==> src/rtl/fu_mul_pipe.sv <==
// Pipelined integer multiply unit (MUL/MULH/MULHSU/MULHU) with per-slot
// valid/backpressure and bubble collapsing. Feeds the CDB arbiter.
//
// Ports:
//   clk, rst_n (async active-low), flush (sync kill of all in-flight ops)
//   in_valid/in_ready, in_op, in_rs1, in_rs2, in_rob_id, in_rd_phy,
//   in_rd_arch : uop issue side
//   out_valid/out_ready, out_rob_id, out_rd_phy, out_rd_arch, out_value :
//   result side, driven from the last slot
//   out_rs1_dbg, out_rs2_dbg : operand echo, only with FU_MUL_DBG_EN
//
// Optional feature macro: FU_MUL_DBG_EN
module fu_mul_pipe #(
    parameter int XLEN       = 32,
    parameter int STAGES     = 3,
    parameter int ROB_IDX_W  = 5,
    parameter int PRF_IDX_W  = 6,
    parameter int ARCH_IDX_W = 5
) (
    input  logic                  clk,
    input  logic                  rst_n,
    input  logic                  flush,
    input  logic                  in_valid,
    output logic                  in_ready,
    input  logic [1:0]            in_op,
    input  logic [XLEN-1:0]       in_rs1,
    input  logic [XLEN-1:0]       in_rs2,
    input  logic [ROB_IDX_W-1:0]  in_rob_id,
    input  logic [PRF_IDX_W-1:0]  in_rd_phy,
    input  logic [ARCH_IDX_W-1:0] in_rd_arch,
    output logic                  out_valid,
    input  logic                  out_ready,
    output logic [ROB_IDX_W-1:0]  out_rob_id,
    output logic [PRF_IDX_W-1:0]  out_rd_phy,
    output logic [ARCH_IDX_W-1:0] out_rd_arch,
    output logic [XLEN-1:0]       out_value
`ifdef FU_MUL_DBG_EN
    ,
    output logic [XLEN-1:0]       out_rs1_dbg,
    output logic [XLEN-1:0]       out_rs2_dbg
`endif
);

    typedef struct packed {
        logic [ROB_IDX_W-1:0]  rob_id;
        logic [PRF_IDX_W-1:0]  rd_phy;
        logic [ARCH_IDX_W-1:0] rd_arch;
        logic [XLEN-1:0]       value;
`ifdef FU_MUL_DBG_EN
        logic [XLEN-1:0]       rs1;
        logic [XLEN-1:0]       rs2;
`endif
    } slot_t;

    logic [STAGES-1:0] r_vld;
    slot_t [STAGES-1:0] r_slot;

    logic              w_sgn1;
    logic              w_sgn2;
    logic [XLEN:0]     w_a;
    logic [XLEN:0]     w_b;
    logic [2*XLEN-1:0] w_prod;
    logic [XLEN-1:0]   w_res;
    slot_t             w_in_slot;

    logic [STAGES-1:0] w_free;
    logic [STAGES-1:0] w_src_vld;
    slot_t [STAGES-1:0] w_src;

    // MULHU zero-extends both operands; MULHSU only rs2.
    assign w_sgn1 = (in_op != 2'b11);
    assign w_sgn2 = !in_op[1];
    assign w_a = {w_sgn1 & in_rs1[XLEN-1], in_rs1};
    assign w_b = {w_sgn2 & in_rs2[XLEN-1], in_rs2};

    // Sign-extended operands multiplied modulo 2^(2*XLEN) give the exact
    // low 2*XLEN bits of the signed (XLEN+1)x(XLEN+1) product.
    assign w_prod = {{(XLEN-1){w_a[XLEN]}}, w_a}
                  * {{(XLEN-1){w_b[XLEN]}}, w_b};

    assign w_res = (in_op == 2'b00) ? w_prod[XLEN-1:0]
                                    : w_prod[2*XLEN-1:XLEN];

    always_comb begin
        w_in_slot         = '0;
        w_in_slot.rob_id  = in_rob_id;
        w_in_slot.rd_phy  = in_rd_phy;
        w_in_slot.rd_arch = in_rd_arch;
        w_in_slot.value   = w_res;
`ifdef FU_MUL_DBG_EN
        w_in_slot.rs1     = in_rs1;
        w_in_slot.rs2     = in_rs2;
`endif
    end

    // Slot k frees when any slot from k to the end is empty, or the
    // output is being taken: that is the recursive advance rule unrolled.
    always_comb begin
        logic w_full_run;
        w_free     = '0;
        w_full_run = 1'b1;
        for (int k = STAGES - 1; k >= 0; k--) begin
            w_full_run = w_full_run & r_vld[k];
            w_free[k]  = out_ready | ~w_full_run;
        end
    end

    always_comb begin
        w_src_vld    = '0;
        w_src        = '0;
        w_src_vld[0] = in_valid;
        w_src[0]     = w_in_slot;
        for (int k = 1; k < STAGES; k++) begin
            w_src_vld[k] = r_vld[k-1];
            w_src[k]     = r_slot[k-1];
        end
    end

    always_ff @(posedge clk or negedge rst_n) begin
        if (!rst_n) begin
            r_vld  <= '0;
            r_slot <= '0;
        end else begin
            for (int k = 0; k < STAGES; k++) begin
                if (flush) begin
                    r_vld[k] <= 1'b0;
                end else if (w_free[k]) begin
                    r_vld[k] <= w_src_vld[k];
                end
                // Payload only moves with a valid source, so a stalled
                // or drained slot keeps its last contents.
                if (!flush && w_free[k] && w_src_vld[k]) begin
                    r_slot[k] <= w_src[k];
                end
            end
        end
    end

    assign in_ready    = w_free[0];
    assign out_valid   = r_vld[STAGES-1];
    assign out_rob_id  = r_slot[STAGES-1].rob_id;
    assign out_rd_phy  = r_slot[STAGES-1].rd_phy;
    assign out_rd_arch = r_slot[STAGES-1].rd_arch;
    assign out_value   = r_slot[STAGES-1].value;
`ifdef FU_MUL_DBG_EN
    assign out_rs1_dbg = r_slot[STAGES-1].rs1;
    assign out_rs2_dbg = r_slot[STAGES-1].rs2;
`endif

endmodule

==> config.mk <==
export PLATFORM = sky130hd
export DESIGN_NAME = fu_mul_pipe
export DESIGN_NICKNAME = d
export VERILOG_FILES = /design/src/rtl/fu_mul_pipe.sv
export SDC_FILE = /design/constraint.sdc
export NUM_CORES = 2
export LEC_CHECK = 0
export ABC_CLOCK_PERIOD_IN_PS = 5400
export CORE_MARGIN = 4
export CORE_UTILIZATION = 35
export CTS_CLUSTER_SIZE = 14
export DETAILED_ROUTE_END_ITERATION = 16
export GPL_TIMING_DRIVEN = 0
export PLACE_DENSITY = 0.54
export SYNTH_ARGS = -nofsm -noshare
export SYNTH_HDL_FRONTEND = slang
export SYNTH_SLANG_ARGS = --single-unit
export TNS_END_PERCENT = 10
==> constraint.sdc <==
create_clock -name clk -period 5.4 [get_ports clk]
set_input_delay 0.54 -clock clk [delete_from_list [all_inputs] [get_ports clk]]
set_output_delay 0.54 -clock clk [all_outputs]
set_load 0.1 [all_outputs]
* Word-level counts from Yosys, hierarchy flattened
Index checks and enable logic that the tools add are counted.
** Word-level totals
- Register bits :: 147
- Input bits :: 87
- Output and inout bits :: 50
- Word-level logic and storage cells :: 46
** Cells by class
- $mul :: 1
- Eq/ne operators :: 1
- Muxes and demuxes :: 7
- Bitwise logic cells :: 10
- Reduce and logical (&&, ||, !) cells :: 12
** Operators by type and width (count)
- multiplier 33 x 33 -> 64 bit :: 1
- two-way mux 32 bit :: 1
- logical AND 1 bit :: 6
- two-way mux 1 bit :: 6
- nonzero test 2 bit :: 3
- bitwise AND 1 bit :: 4
- NOT 1 bit :: 3
- OR 1 bit :: 3
- logical NOT 1 bit :: 2
- logical NOT 2 bit :: 1
- inequality test 2 bit (second input constant) :: 1

* Longest topological paths before layout
- Word-level depth :: 6
- Gate-level depth with buffers :: 30

* Worst setup path before layout
No wires, ideal clock.
- Kind :: input-to-reg
- Start :: input in_rs1[31]
- End :: register r_slot[30] (netlist name)
- Data arrival time :: 8278 ps
- Required time :: 5264 ps
- Setup slack :: -3014 ps
- Stages on the path :: 27
- Cell sequence :: a21boi_0 > clkbuf_1 > clkbuf_1 > nand2_1 > fa_1 > fa_1 > inv_1 > fa_1 > inv_1 > fa_1 > inv_1 > fa_1 > fa_1 > fa_1 > inv_1 > fa_1 > inv_1 > ha_1 > clkbuf_1 > a21oi_1 > nor2b_1 > nor2_1 > o21ai_0 > a2111oi_0 > a211oi_2 > a2111oi_1 > nor3_1
** Between the ends
- Cells in the longest elaborated chain, start to end :: 3
** Ends and longest elaborated chain
- from (decl) :: RTL line 26 : input logic [XLEN-1:0] in_rs1,
- bitwise AND 1 bit :: RTL line 73 : assign w_a = {w_sgn1 & in_rs1[XLEN-1], in_rs1};
- multiplier 33 x 33 -> 64 bit (*) :: RTL line 79 : * {{(XLEN-1){w_b[XLEN]}}, w_b};
- two-way mux 32 bit (*) :: RTL line 81 : assign w_res = (in_op == 2'b00) ? w_prod[XLEN-1:0]
- to (signal, indexed assignment) :: RTL line 133 : r_slot[k] <= w_src[k];
- to (decl) :: RTL line 56 : slot_t [STAGES-1:0] r_slot;
Every way passes the cells marked *; elsewhere a longest branch is shown, timed or not.
A chain may end at the register's enable or synchronous reset.

* Worst setup path in the final report
- Start :: input in_rs2[31]
- End :: register r_slot[31] (netlist name)
** Between the ends
- Cells in the longest elaborated chain, start to end :: 3
** Ends and longest elaborated chain
- from (decl) :: RTL line 27 : input logic [XLEN-1:0] in_rs2,
- bitwise AND 1 bit :: RTL line 74 : assign w_b = {w_sgn2 & in_rs2[XLEN-1], in_rs2};
- multiplier 33 x 33 -> 64 bit (*) :: RTL line 79
- two-way mux 32 bit (*) :: RTL line 81
Marked as above.

==> summary.md <==
| Metric | Value |
|---|---|
| Setup crit start kind | `primary input` |
| Area growth from synthesis to final layout | `17.2%` |
| WS Path Type | `in2reg` |
| Clk pin slew, worst setup/hold paths | `0.06 ns` |
| Final RePlAce weighted congestion | `0.975` |
| Period utilization | `1.43` |
| Row cnt | `129` |
| #FFs+latches synth | `147` |
| Die extent in y | `361 um` |
| Crit. End Element | `register` |
| Fillers | `12.2k` |
| Latest clock arrival within the worst-skew pair | `0.42 ns` |
| CTS sink cnt | `147` |
| Worst Path Max Fanout | `10` |
| WL/cell | `25.1 um` |
| Port bufs | `134` |
| Number of global-route vias before repair | `35.4k` |
| Proportion of netlist area held by the largest area contributor | `0.515` |
| Die area | `0.131 sq mm` |
| Initial core utilization | `0.353` |
| Max Freq | `129 MHz` |
| Largest cells by area after synthesis | `fa_1 (52%), inv_1 (9.3%), dfrtp_1 (8.4%)` |
| Clock skew | `0.0100 ns` |
| Top cells by count, synth | `fa_1 (1125), inv_1 (1085), nand2_1 (803), and2_1 (363), clkbuf_1 (229)` |
| Max-slew headroom | `0.301` |
| CTS tree | `built` |
| Reg area | `0.00368 sq mm` |
| Hold buffers post-CTS | `0` |
| # nets final | `6242` |
| Mean Syn Cell Area | `9.49 sq um` |
| Largest net degree at the start of global routing | `93` |
| Post-DP HPWL | `138 mm` |
| Sequential-to-total area share from yosys stat | `0.0842` |
| Warnings, synthesis | `0` |
| CTS H-tree lvls | `4` |
| Vias/cell | `5.07` |
| FF-to-FF path depth | `8` |
| Vias post-DR | `32.9k` |
| Total CTS buffers | `17` |
| Max Slew Vio Count | `0` |
| Async set or reset register ratio after synthesis | `1.00` |
| Root buf cell | `clkbuf_16` |
| Synth unique cells | `76` |
| Core area | `0.124 sq mm` |
| Setup TNS | `-67.38 ns` |
| Most frequent cell after synthesis | `fa_1` |
| WL final | `163 mm` |
| Footprint of the multi-input gates | `0.0355 sq mm` |
| Failing checks | `negative setup slack` |
| First-pass GRT wire length | `238 mm` |
| Main flop type after synthesis | `dfrtp_1` |
| GRT overflow | `0` |
| Layout cells sized above 1 | `0.142` |
| Drt first pass iters | `5` |
| Setup WS post-layout | `-2.33 ns` |
| Crit path DAT | `8.01 ns` |
| Post-route cell area | `0.0512 sq mm` |
| Setup violators final | `32` |
| RSZ-0062 raised after global routing | `true` |
| Worst Path Required | `5.68 ns` |
| Clock period minus worst slack | `7.73 ns` |
| Area of placed instances | `0.0472 sq mm` |
| Max_cap viols | `0` |
| Gr usage total | `0.251` |
| Syn nets | `6030` |
| Final Hold Vio Count | `0` |
| Outcome | `complete, but fails checks` |
| Syn Inst Count | `4606` |
| Io pins | `137` |
| Number of flops mapped to enable cells by yosys | `0` |
| Initial antenna violation count | `19` |
| Drt drc | `0` |
| Antenna-violating nets left | `0` |
| Pin slew with the least headroom to its limit | `1.05 ns` |
| Die X | `361 um` |
| Post-Syn Area | `0.0437 sq mm` |
| Clock buffer depth | `2` |
| DRT iter0 DRCs | `2590` |
| Synth area leader | `fa_1` |
| HP Class | `in2async` |
## repair_timing
| item | 4_1_cts | 5_1_grt |
|---|---|---|
| resized for setup | 1014 | 51 |
| endpoints found under the setup margin | 32 | 32 |
| pin swaps | 81 | 30 |
| buffers inserted | 59 | 8 |
## cells by family (layout without fill, tap and decap cells)
group	Yosys count	in the layout	share of synthesized area
AND/OR/NAND/NOR	1331	1331	0.140
AO/OA/AOI/OAI	255	255	0.0388
buffers and inverters	1369	1594	0.122
adder cells (fa/ha/maj)	1337	1337	0.576
flip-flops	147	147	0.0842
other	0	9	0
XOR/XNOR	67	67	0.0134
multiplexers	100	100	0.0256
## critical path: stages
cell and delay, ns:
clkdlybuf4s18_2 0.33, clkbuf_1 0.57, and2_1 0.26, fa_1 0.44, fa_1 0.49, fa_1 0.54, fa_1 0.44, fa_1 0.53
fa_1 0.51, fa_1 0.49, inv_1 0.05, fa_2 0.66, inv_2 0.08, ha_4 0.29, nand4_1 0.12, nor2_1 0.13
nand3_1 0.13, or3_1 0.38, o21ai_2 0.09, a211oi_4 0.08, a2111oi_4 0.41, nor3_2 0.10, o31ai_4 0.23, o21ai_1 0.10
## per-stage QoR
step | hold WS (ns) | worst slack [ns] | util | cells
after floorplan | 0.244 | -2.27 | - | 4606
after global placement | 0.455 | -4.96 | 0.381 | 6377
after detailed placement | 0.457 | -4.97 | 0.382 | 6378
after CTS | 0.0828 | -2.28 | 0.412 | 6461
after global routing | 0.108 | -2.52 | 0.414 | 6468
final | 0.0771 | -2.33 | 0.414 | 6477
## sequential cells by signal, summed over array words and instances, names as in the netlist
register / flops
out_value: 32
r_slot: 96
r_vld: 3
out_rd_phy: 6
out_rob_id: 5
out_rd_arch: 5
## placed cells by master, fill, tap and decap left out, types with 20 or more instances in the layout
cell type,n
a21o_1,27
a21oi_1,53
and2_1,358
buf_2,22
buf_4,133
clkbuf_1,23
clkbuf_16,73
clkbuf_2,20
clkbuf_4,33
clkbuf_8,86
clkdlybuf4s50_1,69
dfrtp_1,147
fa_1,1092
fa_2,33
ha_1,183
ha_4,23
inv_1,1062
inv_2,20
mux2_2,96
nand2_1,796
nor2_1,70
o21ai_0,47
xnor2_1,41
xor2_1,21
## path summary, 6_finish.rpt
kind                                  startpoint                         to  slack [ns]
min reg2reg                r_slot[8]$_DFFE_PN0P_      r_slot[8]$_DFFE_PN0P_        0.46
min                                        rst_n  out_value[30]$_DFFE_PN0P_        0.08
max                                   in_rs2[31]     r_slot[31]$_DFFE_PN0P_       -2.33
min in group clk           r_slot[8]$_DFFE_PN0P_      r_slot[8]$_DFFE_PN0P_        0.46
max in group asynchronous                  rst_n     r_slot[59]$_DFFE_PN0P_        4.47
max reg2reg                 r_vld[2]$_DFFE_PN0P_     r_slot[20]$_DFFE_PN0P_        2.80
## layout make-up
| type | instances | share of cell area |
|---|---|---|
| well taps | 1637 | 0.0400 |
| flip-flops and latches | 147 | 0.0718 |
| repair buffers | 202 | 0.0346 |
| multi-input cells | 3090 | 0.694 |
| clock inverters | 13 | 0.00357 |
| clock buffers | 19 | 0.00884 |
| inverters | 1085 | 0.0797 |
| plain buffers | 275 | 0.0672 |
| diodes | 9 | 0.000440 |
## per-layer routing
metal	vias up	global-route usage	wire length, um
met4	2	0.104	8440
met2	1375	0.409	76100
met3	288	0.0416	12800
met5	-	0	13
li1	13700	-	-
met1	17500	0.334	65500
Power is not shown: default switching activity piles up to over one toggle a cycle in this logic, so the estimate is an artifact.
